===== config.mk =====
export PLATFORM = sky130hd
export DESIGN_NAME = mips_main_control
export DESIGN_NICKNAME = d
export VERILOG_FILES = /design/src/rtl/mips_ctrl_pkg.sv /design/src/rtl/mips_ctrl_outputs.sv /design/src/rtl/mips_main_control.sv
export SDC_FILE = /design/constraint.sdc
export NUM_CORES = 1
export LEC_CHECK = 0
export BUFFER_PORTS_ARGS = -buffer_cell sky130_fd_sc_hd__clkbuf_2
export CORE_ASPECT_RATIO = 1.1
export CORE_MARGIN = 3
export CORE_UTILIZATION = 40
export CTS_CLUSTER_DIAMETER = 120
export DETAILED_ROUTE_END_ITERATION = 8
export PLACE_DENSITY_LB_ADDON = 0.15
export SLEW_MARGIN = 5
export SYNTH_ARGS = -nofsm -noshare
export SYNTH_HDL_FRONTEND = slang
export SYNTH_SLANG_ARGS = --single-unit

===== constraint.sdc =====
create_clock -name clk -period 2.95 [get_ports clk]
set_clock_uncertainty 0.2 [all_clocks]
set_input_delay 0.1475 -clock clk [delete_from_list [all_inputs] [get_ports clk]]
set_output_delay 0.1475 -clock clk [all_outputs]
set_load 0.005 [all_outputs]

===== src/rtl/mips_ctrl_pkg.sv =====
// Shared types and encodings for the multicycle MIPS main control unit.
package mips_ctrl_pkg;

  typedef enum logic [3:0] {
    RST, FETCH, DECODE, RTYPE, RWB, ITYPE, IWB, MEM_ADDR,
    MEM_RD, MEM_WB, MEM_WR, BRANCH, JUMP, EXC, EXC_VEC, HALT
  } state_t;

  localparam logic [5:0] OP_RTYPE = 6'h00;
  localparam logic [5:0] OP_J     = 6'h02;
  localparam logic [5:0] OP_BEQ   = 6'h04;
  localparam logic [5:0] OP_BNE   = 6'h05;
  localparam logic [5:0] OP_ADDI  = 6'h08;
  localparam logic [5:0] OP_ADDIU = 6'h09;
  localparam logic [5:0] OP_ANDI  = 6'h0c;
  localparam logic [5:0] OP_XORI  = 6'h0e;
  localparam logic [5:0] OP_LW    = 6'h23;
  localparam logic [5:0] OP_SW    = 6'h2b;

  localparam logic [5:0] FN_ADD   = 6'h20;
  localparam logic [5:0] FN_SUB   = 6'h22;
  localparam logic [5:0] FN_BREAK = 6'h0d;

  localparam logic [2:0] ALUOP_ADD   = 3'b000;
  localparam logic [2:0] ALUOP_SUB   = 3'b001;
  localparam logic [2:0] ALUOP_FUNCT = 3'b010;
  localparam logic [2:0] ALUOP_XOR   = 3'b011;
  localparam logic [2:0] ALUOP_AND   = 3'b100;

  localparam logic [1:0] PCSRC_ALU    = 2'b00;
  localparam logic [1:0] PCSRC_ALUOUT = 2'b01;
  localparam logic [1:0] PCSRC_JUMP   = 2'b10;
  localparam logic [1:0] PCSRC_EXC    = 2'b11;

  localparam logic [1:0] SRCB_B      = 2'b00;
  localparam logic [1:0] SRCB_FOUR   = 2'b01;
  localparam logic [1:0] SRCB_IMM    = 2'b10;
  localparam logic [1:0] SRCB_IMM_SH = 2'b11;

  typedef struct packed {
    logic [2:0] alu_op;
    logic       alu_src_a;
    logic [1:0] alu_src_b;
    logic       iord;
    logic       mem_read;
    logic       mem_write;
    logic       ir_write;
    logic       reg_dst;
    logic       mem_to_reg;
    logic       reg_write;
    logic [1:0] pc_source;
    logic       pc_write;
    logic       epc_write;
    logic       cause_write;
    logic       cause;
    logic       halted;
  } ctrl_t;

  function automatic logic is_itype(input logic [5:0] op);
    return (op == OP_ADDI) || (op == OP_ADDIU) || (op == OP_ANDI) || (op == OP_XORI);
  endfunction

endpackage


===== src/rtl/mips_ctrl_outputs.sv =====
// Combinational state-to-control decoder; only BRANCH PCWrite and the ITYPE ALUOp look at inputs.
module mips_ctrl_outputs
  import mips_ctrl_pkg::*;
(
  input  state_t     state_i,
  input  logic [5:0] opcode_i,
  input  logic       zero_i,
  input  logic       is_bne_i,
  input  logic       cause_i,
  input  logic       cnt_last_i,
  output ctrl_t      ctrl_o
);

  always_comb begin
    ctrl_o = '0;
    case (state_i)
      FETCH: begin
        ctrl_o.mem_read  = 1'b1;
        ctrl_o.alu_src_b = SRCB_FOUR;
        ctrl_o.alu_op    = ALUOP_ADD;
        ctrl_o.pc_source = PCSRC_ALU;
        ctrl_o.ir_write  = cnt_last_i;
        ctrl_o.pc_write  = cnt_last_i;
      end
      DECODE: begin
        ctrl_o.alu_src_b = SRCB_IMM_SH;
        ctrl_o.alu_op    = ALUOP_ADD;
      end
      RTYPE: begin
        ctrl_o.alu_src_a = 1'b1;
        ctrl_o.alu_src_b = SRCB_B;
        ctrl_o.alu_op    = ALUOP_FUNCT;
      end
      RWB: begin
        ctrl_o.reg_dst   = 1'b1;
        ctrl_o.reg_write = 1'b1;
      end
      ITYPE: begin
        ctrl_o.alu_src_a = 1'b1;
        ctrl_o.alu_src_b = SRCB_IMM;
        case (opcode_i)
          OP_ANDI: ctrl_o.alu_op = ALUOP_AND;
          OP_XORI: ctrl_o.alu_op = ALUOP_XOR;
          default: ctrl_o.alu_op = ALUOP_ADD;
        endcase
      end
      IWB: ctrl_o.reg_write = 1'b1;
      MEM_ADDR: begin
        ctrl_o.alu_src_a = 1'b1;
        ctrl_o.alu_src_b = SRCB_IMM;
        ctrl_o.alu_op    = ALUOP_ADD;
      end
      MEM_RD: begin
        ctrl_o.iord     = 1'b1;
        ctrl_o.mem_read = 1'b1;
      end
      MEM_WB: begin
        ctrl_o.mem_to_reg = 1'b1;
        ctrl_o.reg_write  = 1'b1;
      end
      MEM_WR: begin
        ctrl_o.iord      = 1'b1;
        ctrl_o.mem_write = 1'b1;
      end
      BRANCH: begin
        ctrl_o.alu_src_a = 1'b1;
        ctrl_o.alu_src_b = SRCB_B;
        ctrl_o.alu_op    = ALUOP_SUB;
        ctrl_o.pc_source = PCSRC_ALUOUT;
        ctrl_o.pc_write  = zero_i ^ is_bne_i;
      end
      JUMP: begin
        ctrl_o.pc_source = PCSRC_JUMP;
        ctrl_o.pc_write  = 1'b1;
      end
      EXC: begin
        // PC already advanced by 4 in FETCH; subtracting 4 recovers the faulting PC.
        ctrl_o.alu_src_b   = SRCB_FOUR;
        ctrl_o.alu_op      = ALUOP_SUB;
        ctrl_o.epc_write   = 1'b1;
        ctrl_o.cause_write = 1'b1;
        ctrl_o.cause       = cause_i;
      end
      EXC_VEC: begin
        ctrl_o.pc_source = PCSRC_EXC;
        ctrl_o.pc_write  = 1'b1;
      end
      HALT:    ctrl_o.halted = 1'b1;
      default: ctrl_o = '0;
    endcase
  end

endmodule


===== src/rtl/mips_main_control.sv =====
// Multicycle MIPS main control FSM with memory wait counter and exception sequencing.
module mips_main_control
  import mips_ctrl_pkg::*;
#(
  parameter int unsigned MEM_WAIT  = 1,
  parameter int unsigned EXC_CNT_W = 3
) (
  input  logic       clk,
  input  logic       reset,
  input  logic [5:0] Opcode,
  input  logic [5:0] Funct,
  input  logic       Zero,
  input  logic       Overflow,
  input  logic       Break,
  output logic [2:0] ALUOp,
  output logic       ALUSrcA,
  output logic [1:0] ALUSrcB,
  output logic       IorD,
  output logic       MemRead,
  output logic       MemWrite,
  output logic       IRWrite,
  output logic       RegDst,
  output logic       MemtoReg,
  output logic       RegWrite,
  output logic [1:0] PCSource,
  output logic       PCWrite,
  output logic       EPCWrite,
  output logic       CauseWrite,
  output logic       Cause,
  output logic       Halted
);

  localparam logic [EXC_CNT_W-1:0] CNT_LAST = EXC_CNT_W'(MEM_WAIT);

  state_t               state_q, state_d;
  logic [EXC_CNT_W-1:0] cnt_q, cnt_d;
  logic                 is_bne_q, is_bne_d;
  logic                 cause_q, cause_d;
  logic                 cnt_last;
  ctrl_t                ctrl;

  assign cnt_last = (cnt_q == CNT_LAST);

  always_ff @(posedge clk) begin
    if (!reset) begin
      state_q  <= RST;
      cnt_q    <= '0;
      is_bne_q <= 1'b0;
      cause_q  <= 1'b0;
    end else begin
      state_q  <= state_d;
      cnt_q    <= cnt_d;
      is_bne_q <= is_bne_d;
      cause_q  <= cause_d;
    end
  end

  // Counter defaults to zero so it clears on every state exit.
  always_comb begin
    state_d  = state_q;
    cnt_d    = '0;
    is_bne_d = is_bne_q;
    cause_d  = cause_q;
    case (state_q)
      RST: state_d = FETCH;
      FETCH: begin
        if (cnt_last) state_d = DECODE;
        else          cnt_d   = cnt_q + EXC_CNT_W'(1);
      end
      DECODE: begin
        is_bne_d = (Opcode == OP_BNE);
        if (Opcode == OP_RTYPE)                      state_d = Break ? HALT : RTYPE;
        else if (Opcode == OP_LW || Opcode == OP_SW)  state_d = MEM_ADDR;
        else if (Opcode == OP_BEQ || Opcode == OP_BNE) state_d = BRANCH;
        else if (Opcode == OP_J)                     state_d = JUMP;
        else if (is_itype(Opcode))                   state_d = ITYPE;
        else begin
          state_d = EXC;
          cause_d = 1'b0;
        end
      end
      RTYPE: begin
        if (Overflow && (Funct == FN_ADD || Funct == FN_SUB)) begin
          state_d = EXC;
          cause_d = 1'b1;
        end else begin
          state_d = RWB;
        end
      end
      ITYPE: begin
        if (Overflow && Opcode == OP_ADDI) begin
          state_d = EXC;
          cause_d = 1'b1;
        end else begin
          state_d = IWB;
        end
      end
      MEM_ADDR: state_d = (Opcode == OP_SW) ? MEM_WR : MEM_RD;
      MEM_RD: begin
        if (cnt_last) state_d = MEM_WB;
        else          cnt_d   = cnt_q + EXC_CNT_W'(1);
      end
      MEM_WR: begin
        if (cnt_last) state_d = FETCH;
        else          cnt_d   = cnt_q + EXC_CNT_W'(1);
      end
      RWB, IWB, MEM_WB, BRANCH, JUMP, EXC_VEC: state_d = FETCH;
      EXC:     state_d = EXC_VEC;
      HALT:    state_d = HALT;
      default: state_d = RST;
    endcase
  end

  mips_ctrl_outputs u_outputs (
    .state_i    (state_q),
    .opcode_i   (Opcode),
    .zero_i     (Zero),
    .is_bne_i   (is_bne_q),
    .cause_i    (cause_q),
    .cnt_last_i (cnt_last),
    .ctrl_o     (ctrl)
  );

  assign ALUOp      = ctrl.alu_op;
  assign ALUSrcA    = ctrl.alu_src_a;
  assign ALUSrcB    = ctrl.alu_src_b;
  assign IorD       = ctrl.iord;
  assign MemRead    = ctrl.mem_read;
  assign MemWrite   = ctrl.mem_write;
  assign IRWrite    = ctrl.ir_write;
  assign RegDst     = ctrl.reg_dst;
  assign MemtoReg   = ctrl.mem_to_reg;
  assign RegWrite   = ctrl.reg_write;
  assign PCSource   = ctrl.pc_source;
  assign PCWrite    = ctrl.pc_write;
  assign EPCWrite   = ctrl.epc_write;
  assign CauseWrite = ctrl.cause_write;
  assign Cause      = ctrl.cause;
  assign Halted     = ctrl.halted;

endmodule


Word-level counts from Yosys, hierarchy flattened
Index checks and enable logic that the tools add are counted.
Widths: inputs -> output; s select.
- register bits: 9
- bits of input ports: 17
- output and inout port bits: 20
- word-level logic and storage cells: 103
- add/subtract/negate cells: 1
- eq/ne operators: 37
- muxes and demuxes: 35
- bitwise gates (word level): 3
- reductions and logical operators: 23
- operator list (cell ; number):
    $mux 4 ; 11
    $pmux 4 s10 ; 1
    $eq 4x4->1 const B ; 8
    $eq 6x4->1 const B ; 4
    $eq 6x6->1 const B ; 4
    $eq 4x3->1 const B ; 4
    $mux 1 ; 16
    $ne 2x2->1 const B ; 7
    $eq 6x3->1 const B ; 2
    $pmux 3 s4 ; 1
    $reduce_or 2->1 ; 5
    $pmux 3 s3 ; 1
    $reduce_or 3->1 ; 3
    $eq 4x2->1 const B ; 2
    $reduce_and 8->1 ; 1
    $reduce_or 7->1 ; 1
    $eq 6x2->1 const B ; 1
    $logic_not 6->1 ; 1
    $logic_or 1x1->1 ; 6
    $ne 2x1->1 const B ; 3
    $pmux 2 s3 ; 1
    $pmux 3 s2 ; 1
    $eq 4x1->1 const B ; 1
    $logic_not 4->1 ; 1
    11 further kinds ; 13

Depth between registers and ports, before layout
Gate-level depths: netlist of the first run.
- depth after elaboration: 10
- gate-level depth with buffers: 6
- gate-level depth less buffers: 6

By module
From an unflattened synthesis of the first run, not the netlist that was laid out.
- cells, all modules: 146
- area total of the unflattened synthesis: 1079.8 um^2
- by module, submodules not included (module ; times used ; cells an instance ; area an instance (um^2) ; seq. area each (um^2)):
    mips_main_control ; 1 ; 99 ; 767.0 ; 180.2
    mips_ctrl_outputs ; 1 ; 47 ; 312.8 ; 0.0

Least setup slack after synthesis of the first run
No wires, ideal clock.
- path kind: register to register
- from: register cnt_q[0]
- to: register state_q[3]
- library setup time: 79 ps
- arrival: 1582 ps
- required time: 2671 ps
- path slack: 1089 ps
- stages on the path, launching flop included: 6
- path buffers: 0
- clock period less this slack: 1861 ps
- cells stage by stage: dfxtp_1 ha_1 nand2b_1 a221o_1 or4_1 o211ai_1
- cells in the longest elaborated chain, start to end: 3
- elaborated cells between the ends (all ways): 5
- those cells by class: 4 x eq/ne; 1 x reduce/logical
- ends and longest elaborated chain (item ; RTL line ; source):
    start: declaration ; mips_main_control.sv:36 ; logic [EXC_CNT_W-1:0] cnt_q, cnt_d;
    start signal: assignment ; mips_main_control.sv:52 ; cnt_q <= cnt_d;
    $eq 3x1->1 (*) ; mips_main_control.sv:42 ; assign cnt_last = (cnt_q == CNT_LAST);
    $ne 2x1->1 (no line) ; -- ;
    $reduce_and 3->1 (no line) (*) ; -- ;
    end signal: assignment ; mips_main_control.sv:51 ; state_q <= state_d;
    end: declaration ; mips_main_control.sv:35 ; state_t state_q, state_d;
Every way passes the cells marked *; elsewhere a longest branch is shown, timed or not.
A chain may end at the register's enable or synchronous reset.

Final worst setup path of the first run
- from: register state_q[0]
- to: output port ALUOp[1]
- cells in the longest elaborated chain, start to end: 3
- elaborated cells between the ends (all ways): 6
- those cells by class: 4 x eq/ne; 1 x mux; 1 x reduce/logical
- ends and longest elaborated chain (item ; RTL line ; source):
    $eq 4x4->1 ; mips_ctrl_outputs.sv:16 ; case (state_i)
    $reduce_or 2->1 (no line) ; -- ;
    $pmux 3 s3 (*) ; mips_ctrl_outputs.sv:16 ;
    end: declaration ; mips_main_control.sv:15 ; output logic [2:0] ALUOp,
Marked as above.

==> results.md, run 1 <==
- Post-synthesis compound-gate area fraction: 0.206
- Worst-case vdd ir drop: 0.356 mV
- Clk slew on worst S/H paths: 0.06 ns
- Most frequent cells in the layout: clkbuf_2 (35), nor2_1 (14), nand2_1 (10), dfxtp_1 (9)
- Die ar.: 0.00293 sq mm
- Hold_sp: Opcode[5]
- IO Port Bufs: 35
- Die X: 51.9 um
- Largest family of logic cells by synthesized area: simple AND/OR/NAND/NOR gates
- Final count of hold timing violations: 0
- YS warnings: 0
- Cell area after layout: 0.00113 sq mm
- NumNets Final: 177
- Synth Area in XOR/XNOR: 0.0661
- Post-Synthesis Cells: 126
- Number of distinct library cells after synthesis: 47
- Io pins: 37
- Sequential fraction of the synthesis area: 0.194
- Share of the synthesized area in the top cell type: 0.194
- Routed vias/inst: 5.70
- First-pass GRT wire length: 3.98 mm
- Synthesized flop and latch total: 9
- Period utilization: 0.784
- Clock latency on the worst-skew pair: 0.26 ns
- Total number of vias: 1,055
- Area Overhead vs Synth: 21.6%
- H-tree Lvls: 1
- Die H: 56.5 um
- RSZ-0062 raised after global routing: no
- EDFF count, synth: 0
- Delay-heaviest family, CP: simple AND/OR/NAND/NOR gates
- Starting Density: 0.440
- Num rows: 17
- Core Area: 0.00211 sq mm
- WL final: 2.52 mm
- Num CTS Buffers: 3
- Outcome: complete, no violations
- CTS tree: done
- Ant. Diodes: 0
- Post-synth top area cell: dfxtp_1
- Crit-path max FO: 18
- Total grt overflow: 0
- Fraction of final layout cells sized beyond drive strength 1: 0.280
- Ys flop type: dfxtp_1
- 1st-pass router iterations: 4
- Leak pwr: 0.476 nW
- Setup Fix Bufs, Post-CTS: 0
- Critical path endpoint category: primary output
- Post-DP HPWL: 1.98 mm
- Number of global-route vias before repair: 898
- Mapped Nets: 145
- Arr. time, crit path: 1.97 ns
- Hold Crit Class: in2reg
- Pwr Density: 714 mW/mm^2
- Reg2reg start: state_q[0]$_SDFFE_PN0P_
- DR DRC count: 0
- Mean Syn Cell Area: 7.36 sq um
- Routed length per placed instance: 13.6 um
- Buf/Inv on CP: 1
- Reg2reg end: state_q[3]$_SDFFE_PN0P_
- Post-route minimum period: 2.31 ns
- Final Setup Violations: 0
- R2R cell count: 4
- Worst hold path depth: 3
- Synthesized area: 927 sq um
- Maxcap violations: 0
- Ys async rst share: 0
- Top cells by area, synth: dfxtp_1 (19%), nor2_1 (5.7%), xnor2_1 (4.7%)
- Critical path class: reg2out
- Antenna Nets Post-Route: 0
- Slowest CP cell: dfxtp_1
- Clk root buf: clkbuf_4
- Largest net degree at the start of global routing: 19
- Max incr delay on CP: 0.71 ns
- Worst hold endpoint: cause_q$_SDFFE_PN0P_
- Clk buf depth: 2
- Setup slack, reg-to-reg: 0.77 ns
- Critical path required time: 2.60 ns
- Placed cell area: 0.00109 sq mm
- Drt first-iter violations: 18
- Slew Limit Fails: 0
- Global-route usage over all layers: 0.173
- Mux cell area share after synthesis: 0.0216
- Initial antenna violation count: 0
- Synth Area in Adders: 0.0270
- Slew @ Worst Pin: 0.617 ns
- Final Wtd Congestion: 0.848
- Most common cell after layout, fill and taps aside: clkbuf_2
- Setup crit start kind: register
- Util after Layout: 0.535
- FMAX: 432 MHz
- Post-synthesis simple-gate area fraction: 0.410
- Clock sinks: 9
- Final setup TNS: 0 ns
- Max-slew headroom: 0.588
- Crit-path cells: nand2_1 > nor2_1 > nand4_1 > o21ai_0 > clkbuf_2
cells in the mapped netlist (3+ instances only):
cell and n:
a21oi_1 4, and2_1 3, clkbuf_1 6, dfxtp_1 9, inv_1 6, nand2_1 10
nand2b_1 6, nand3_1 4, nor2_1 14, nor3_1 5, nor4_1 3, o211ai_1 3
o21ai_0 5, xnor2_1 5
registers in the layout, indices dropped and copies added, names as in the netlist:
| name | flops |
|---|---|
| state_q | 4 |
| cause_q | 1 |
| cnt_q | 3 |
| is_bne_q | 1 |
worst register-to-register path, delay by kind of cell, from the launching register on:
family | cells | cell delay, ns
AOI/OAI and AO/OA | 2 | 0.48
DFF | 1 | 0.71
and+or+nand+nor | 2 | 0.70
cell families (layout without fill, tap and decap cells):
logic type / count (synthesis) / count (layout)
mux: 2 / 2
buf+inv: 15 / 46
flops: 9 / 9
compound gates: 27 / 27
xor+xnor: 7 / 7
simple gates: 64 / 64
fa+ha+maj: 2 / 2
worst max-delay path by stage:
stage,start,to,slack [ns],depth (start not counted)
2_1_floorplan,cnt_q[0]$_SDFF_PP0_,state_q[3]$_SDFFE_PN0P_,1.09,5
3_3_place_gp,state_q[0]$_SDFFE_PN0P_,state_q[3]$_SDFFE_PN0P_,0.81,4
3_5_place_dp,state_q[0]$_SDFFE_PN0P_,state_q[3]$_SDFFE_PN0P_,0.80,4
4_1_cts,state_q[0]$_SDFFE_PN0P_,ALUOp[1],0.67,5
5_1_grt,state_q[0]$_SDFFE_PN0P_,ALUOp[1],0.42,5
6_report,state_q[0]$_SDFFE_PN0P_,ALUOp[1],0.64,5
layout make-up:
cell class                 count  area (sq um)
sequential                     9           180
multi-input combinational    102           678
clock buffer                   4          26.3
inverter                       6          22.5
fill                         228           978
timing repair buffer          36           185
tap                           28          35.0
stage by stage:
step	std cells	power [W]	hold slack, ns	setup WS (ns)
4_1_cts	185	0.000810	0.0724	0.668
2_1_floorplan	126	0.000583	0.0692	1.09
6_report	185	0.000804	0.0848	0.637
5_1_grt	185	0.000887	0.0961	0.424
3_5_place_dp	180	0.000712	0.223	0.796
3_3_place_gp	180	0.000701	0.213	0.805
power by group:
part | internal [W] | switching (W)
clock network | 0.0000520 | 0.0000406
logic | 0.000212 | 0.000241
registers | 0.000154 | 0.000104
total | 0.000418 | 0.000386
metal layers:
layer / vias up / GRT usage / wire length, um
li1: 529 / - / -
met1: 490 / 0.224 / 1110
met2: 36 / 0.298 / 1230
met3: 0 / 0.0424 / 173
met4: 0 / 0.0112 / 0
met5: - / 0 / 0
timing repair:
action,4_1_cts,5_1_grt
hold buffers,1,0
hold endpoints to repair,3,0
gates resized for setup,0,0
(Power assumes the default switching activity.)
==> run 2, diff against run 1 <==
--- a/config.mk
+++ b/config.mk
@@ -5,6 +5,7 @@
 export SDC_FILE = /design/constraint.sdc
 export NUM_CORES = 1
 export LEC_CHECK = 0
+export ABC_AREA = 1
 export BUFFER_PORTS_ARGS = -buffer_cell sky130_fd_sc_hd__clkbuf_2
 export CORE_ASPECT_RATIO = 1.1
 export CORE_MARGIN = 3
==> constraint.sdc (replaced) <==
create_clock -name clk -period 1.9 [get_ports clk]
set_clock_uncertainty 0.2 [all_clocks]
set_input_delay 0.095 -clock clk [delete_from_list [all_inputs] [get_ports clk]]
set_output_delay 0.095 -clock clk [all_outputs]
set_load 0.005 [all_outputs]
==> run 2 against run 1 <==
Effect of this change:
- register-to-register slack worse by 0.39 ns
- sequential share of layout area down 0.42 points
- clock-buffer cell count unchanged
==> results.md, run 2 <==
- Outcome: complete, no violations
- Clk root buf: clkbuf_4
- Slew Limit Fails: 0 (unchanged)
- Cell with the most instances after synthesis: nor2_1
- Most frequent cells after synthesis: nor2_1 (39), nand2_1 (36), inv_1 (15), nand3_1 (13), dfxtp_1 (9)
- Post-DP HPWL: 2.14 mm (+8.1%)
- Critical path class: reg2out
- Leak pwr: 0.609 nW (+28%)
- Clk buf depth: 2 (unchanged)
- Synthesized flop and latch total: 9 (unchanged)
- Setup crit start kind: register
- Critical path endpoint category: primary output
- Setup Fix Bufs, Post-CTS: 0 (unchanged)
- Crit path from: state_q[3]$_SDFFE_PN0P_
- Die H: 56.6 um (+0.24%)
- Routed length per placed instance: 10.9 um (-20%)
- Hold Crit Class: in2reg
- Antenna Nets Post-Route: 0 (unchanged)
- Most flops, register: state_q
- Hold slack: 0.0562 ns (-0.0286 ns)
- IO Port Bufs: 35 (unchanged)
- Ant. Diodes: 0 (unchanged)
- Routed vias/inst: 4.94 (-13%)
- Io pins: 37 (unchanged)
- Num CTS Buffers: 3 (unchanged)
- Total number of vias: 1,136 (+7.7%)
- Final setup TNS: 0 ns (unchanged)
- Met1 Track Usage GR: 0.217 (-0.00679)
- Number of distinct library cells after synthesis: 30 (-36%)
- Final count of hold timing violations: 0 (unchanged)
- Met3 usage: 0.0637 (+0.0212)
- First-pass GRT wire length: 4.28 mm (+7.5%)
- EDFF count, synth: 0 (unchanged)
- 1st-pass router iterations: 4 (unchanged)
- Top cells by area, synth: dfxtp_1 (19%), nor2_1 (16%), nand2_1 (14%)
- Die X: 52.0 um (+0.23%)
- Max-slew headroom: 0.800 (+0.212)
- Period utilization: 0.917
- Initial antenna violation count: 0 (unchanged)
- Starting Density: 0.443 (+0.00238)
- Synthesized area: 932 sq um (+0.54%)
- Number of global-route vias before repair: 1,060 (+18%)
- Mean Syn Cell Area: 5.75 sq um (-22%)
- Reg2reg start: state_q[0]$_SDFFE_PN0P_
- DR DRC count: 0 (unchanged)
- Core Area: 0.00211 sq mm (unchanged)
- Sequential fraction of the synthesis area: 0.193 (-0.00104)
- YS warnings: 0 (unchanged)
- Area Overhead vs Synth: 27.7%
- Maxcap violations: 0 (unchanged)
- Clock latency on the worst-skew pair: 0.26 ns (about the same)
- Fraction of final layout cells sized beyond drive strength 1: 0.317 (+0.0366)
- Post-synth top area cell: dfxtp_1
- RSZ-0062 raised after global routing: no
- Clk slew on worst S/H paths: 0.06 ns (about the same)
- Slew @ Worst Pin: 0.300 ns (-0.318 ns)
- Largest net degree at the start of global routing: 9 (-10)
- Arr. time, crit path: 1.45 ns (-0.52 ns)
- Post-Synthesis Cells: 162 (+29%)
- H-tree Lvls: 1 (unchanged)
- Clock sinks: 9 (unchanged)
- GR peak layer: met2
- Cell area after layout: 0.00119 sq mm (+5.5%)
- Die ar.: 0.00295 sq mm (+0.47%)
- Most common cell after layout, fill and taps aside: nor2_1
- Registers with the most flip-flops: state_q: 4 flops, cnt_q: 3 flops
- Layout fillers: 231 (+1.3%)
- Share of the synthesized area in the top cell type: 0.193 (-0.00104)
- Total grt overflow: 0 (unchanged)
- Global-route usage over all layers: 0.188 (+0.0149)
- Max reg flops: 4 (unchanged)
- Mapped Nets: 181 (+25%)
- Final Wtd Congestion: 0.918 (+8.3%)
- Crit-path max FO: 5 (-13)
- Num rows: 17 (unchanged)
- Ys async rst share: 0 (unchanged)
- FMAX: 574 MHz
- Worst-case vdd ir drop: 0.500 mV (+41%)
- Most frequent cells in the layout: nor2_1 (38), nand2_1 (36), clkbuf_2 (35), inv_1 (15), nand3_1 (13)
- Ys flop type: dfxtp_1
- Hold_sp: Break
- M2 GR Usage: 0.314 (+0.0162)
- Pwr Density: 919 mW/mm^2 (+29%)
- CTS tree: done
- Post-route minimum period: 1.74 ns
- Drt first-iter violations: 23 (+5)
- Final Setup Violations: 0 (unchanged)
- NumNets Final: 222 (+25%)
- Placed cell area: 0.00113 sq mm (+3.7%)
- WL final: 2.51 mm (-0.32%)
- Critical path required time: 1.60 ns (-1.00 ns)
run 2: per-layer routing:
metal	vias to the layer above	share of wire
met5	-	0
met2	43	0.49
met1	492	0.41
li1	594	-
met4	0	0.021
met3	7	0.075
run 2: kinds of logic (layout without fill, tap and decap cells):
family,Yosys count,after routing,synth area share
simple gates,105,105,0.517
buf+inv,23,63,0.106
compound gates,21,21,0.138
flops,9,9,0.193
fa+ha+maj,2,2,0.0268
xor+xnor,2,2,0.0188
run 2: final timing paths:
check                                          endpoint  slack, ns  cells after the start
worst max-delay path                            PCWrite       0.16                      7
worst min register to register      cnt_q[0]$_SDFF_PP0_       0.26                      1
worst max register to register  state_q[3]$_SDFFE_PN0P_       0.38                      7
worst min-delay path            state_q[2]$_SDFFE_PN0P_       0.06                      5
run 2: repair_timing:
action                                 4_1_cts  5_1_grt
setup endpoints to repair                    0        6
hold buffers                                 2        0
gates resized for setup                      0        6
endpoints found under the hold margin        6        0
run 2: layout make-up:
cell class | count | area (sq um) | share of cell area
Tap cell | 28 | 35.0 | 0.0294
Sequential cell | 9 | 185 | 0.156
Inverter | 21 | 80.1 | 0.0673
Multi-Input combinational cell | 130 | 661 | 0.555
Clock buffer | 4 | 26.3 | 0.0221
Timing Repair Buffer | 38 | 203 | 0.170
run 2: per-stage QoR:
stage	total power, W	util	cells	setup slack (ns)
2_1_floorplan	0.000748	-	162	0.524
3_3_place_gp	0.000913	0.537	224	0.331
3_5_place_dp	0.000924	0.537	224	0.308
4_1_cts	0.00108	0.559	230	0.0113
5_1_grt	0.00121	0.565	230	0.0290
6_report	0.00109	0.565	230	0.158
run 2: where the power goes:
part	switching [W]	internal, W
Clock	0.0000667	0.0000809
Sequential	0.0000623	0.000239
Combinational	0.000402	0.000243
run 2: worst max-delay path, stage by stage (launching register included):
cell and delay, ns:
dfxtp_2 0.35, inv_2 0.12, nand2_4 0.10, nor2_4 0.15, inv_1 0.11, nor2_1 0.14, a211o_1 0.11, clkbuf_2 0.10
==> run 3, diff against run 2 <==
--- a/config.mk
+++ b/config.mk
@@ -8,7 +8,7 @@
 export ABC_AREA = 1
 export BUFFER_PORTS_ARGS = -buffer_cell sky130_fd_sc_hd__clkbuf_2
 export CORE_ASPECT_RATIO = 1.1
-export CORE_MARGIN = 3
+export CORE_MARGIN = 2
 export CORE_UTILIZATION = 40
 export CTS_CLUSTER_DIAMETER = 120
 export DETAILED_ROUTE_END_ITERATION = 8
==> run 3 against run 2 <==
Effect of this change:
- die area decreased by 7.2%
- clock-buffer cell count unchanged
- combinational power increased by 2%
- critical path type unchanged
- largest power group unchanged
==> results.md, run 3 (synthesized netlist as in run 2, its figures left out) <==
- Outcome: complete, no violations
- 1st-pass router iterations: 4 (unchanged)
- Drt first-iter violations: 16 (-30%)
- Critical path endpoint category: primary output
- Largest net degree at the start of global routing: 9 (unchanged)
- First-pass GRT wire length: 4.23 mm (-1.1%)
- DR DRC count: 0 (unchanged)
- Initial antenna violation count: 0 (unchanged)
- Final Setup Violations: 0 (unchanged)
- Post-route minimum period: 1.78 ns (+0.0420 ns)
- Clk root buf: clkbuf_4
- Period utilization: 0.939 (+0.0221)
- Reg2reg end: state_q[3]$_SDFFE_PN0P_
- Worst-case vdd ir drop: 0.697 mV (+39%)
- M2 GR Usage: 0.362 (+0.0477)
- Area Overhead vs Synth: 27.9%
- Routed vias/inst: 4.85 (-1.8%)
- CP Capture Point: PCWrite
- Critical path required time: 1.60 ns (about the same)
- Registers with the most flip-flops: state_q: 4 flops, cnt_q: 3 flops
- Worst hold path depth: 5 (unchanged)
- Core Area: 0.00223 sq mm (+5.9%)
- Antenna Nets Post-Route: 0 (unchanged)
- Clock sinks: 9 (unchanged)
- Max reg flops: 4 (unchanged)
- GR peak layer: met2
- Slew Limit Fails: 0 (unchanged)
- FMAX: 561 MHz (-2.4%)
- Number of global-route vias before repair: 1,043 (-1.6%)
- WL final: 2.54 mm (+1.2%)
- Clk buf depth: 2 (unchanged)
- Num rows: 18 (+1)
- CTS tree: done
- Cell area after layout: 0.00119 sq mm (+0.21%)
- IO Port Bufs: 35 (unchanged)
- Total grt overflow: 0 (unchanged)
- Die X: 50.0 um (-3.8%)
- Fraction of final layout cells sized beyond drive strength 1: 0.317 (unchanged)
- Clk slew on worst S/H paths: 0.06 ns (about the same)
- Routed length per placed instance: 10.9 um (+0.28%)
- Hold Crit Class: in2reg
- NumNets Final: 222 (unchanged)
- Hold_sp: Break
- Final setup TNS: 0 ns (unchanged)
- Placed cell area: 0.00113 sq mm (+0.22%)
- Reg2reg start: state_q[3]$_SDFFE_PN0P_
- Total number of vias: 1,125 (-0.97%)
- Io pins: 37 (unchanged)
- Maxcap violations: 0 (unchanged)
- Setup slack, reg-to-reg: 0.40 ns (+0.02 ns)
- Post-DP HPWL: 2.10 mm (-2.2%)
- Die ar.: 0.00273 sq mm (-7.2%)
- Final Wtd Congestion: 0.847 (-7.8%)
- Util after Layout: 0.535 (-0.0303)
- Setup crit start kind: register
- DP Cell Count: 226 (+0.89%)
- H-tree Lvls: 1 (unchanged)
- Most flops, register: state_q
- Pwr Density: 922 mW/mm^2 (+0.26%)
- Most common cell after layout, fill and taps aside: nor2_1
- Die H: 54.6 um (-3.5%)
- Critical path class: reg2out
- Crit path from: state_q[3]$_SDFFE_PN0P_
- Fin cells: 232 (+0.87%)
- Num CTS Buffers: 3 (unchanged)
- Most frequent cells in the layout: nor2_1 (38), nand2_1 (36), clkbuf_2 (35), inv_1 (15), nand3_1 (13)
- Met3 usage: 0.0601 (-0.00355)
- Leak pwr: 0.609 nW (about the same)
- Ant. Diodes: 0 (unchanged)
- Setup Fix Bufs, Post-CTS: 0 (unchanged)
- Global-route usage over all layers: 0.205 (+0.0169)
- Met1 Track Usage GR: 0.244 (+0.0272)
- Arr. time, crit path: 1.49 ns (+0.04 ns)
- RSZ-0062 raised after global routing: no
- Max-slew headroom: 0.813 (+0.0132)
- Crit-path max FO: 5 (unchanged)
- Slew @ Worst Pin: 0.280 ns (-0.0199 ns)
- Starting Density: 0.418 (-0.0246)
- Final count of hold timing violations: 0 (unchanged)
- R2R cell count: 9 (+2)
- Clock latency on the worst-skew pair: 0.26 ns (about the same)
## run 3: cell counts in the layout (fill, tap and decap cells not counted)
No cell type changed its count.
## run 3: worst min-delay path by stage
stage          slack (ns)                       to
6_report             0.07  state_q[2]$_SDFFE_PN0P_
5_1_grt              0.07  state_q[2]$_SDFFE_PN0P_
4_1_cts              0.07  state_q[2]$_SDFFE_PN0P_
3_5_place_dp         0.19     cause_q$_SDFFE_PN0P_
3_3_place_gp         0.19     cause_q$_SDFFE_PN0P_
2_1_floorplan        0.02     cause_q$_SDFFE_PN0P_
## run 3: metrics by stage
step | hold slack, ns | setup WS [ns] | total power [W]
floorplan | 0.0158 | 0.524 | 0.000748
CTS | 0.0726 | 0.0201 | 0.00108
global placement | 0.187 | 0.343 | 0.000914
finish | 0.0651 | 0.116 | 0.00110
detailed placement | 0.194 | 0.318 | 0.000927
global route | 0.0748 | 0.0110 | 0.00122
## run 3: repair_timing
item                                    4_1_cts  5_1_grt
endpoints found under the hold margin         5        0
resized for setup                             0        6
endpoints found under the setup margin        0        3
hold buffers                                  2        0
## run 3: layer usage
layer  wire length, um  up-vias
met3               158        0
met5                 0        -
met2              1190       42
met4                 0        0
met1              1190      488
li1                  -      595
## run 3: final cells by class
| cell class | instances | area [sq um] |
|---|---|---|
| tap | 30 | 37.5 |
| inverter | 21 | 80.1 |
| multi-input combinational | 130 | 661 |
| timing repair buffer | 38 | 203 |
| fill | 241 | 1040 |
| sequential | 9 | 185 |
| clock buffer | 4 | 26.3 |
## run 3: power breakdown
part / switching, W / internal [W]
Sequential: 0.0000595 / 0.000239
Combinational: 0.000413 / 0.000244
Clock: 0.0000631 / 0.0000807
## run 3: critical path: stages (launching register included)
cell and delay (ns):
dfxtp_2 0.39, inv_2 0.09, nand2_4 0.13, nor2_4 0.06, inv_1 0.15, nor2_2 0.06
a211o_1 0.23, clkbuf_2 0.11
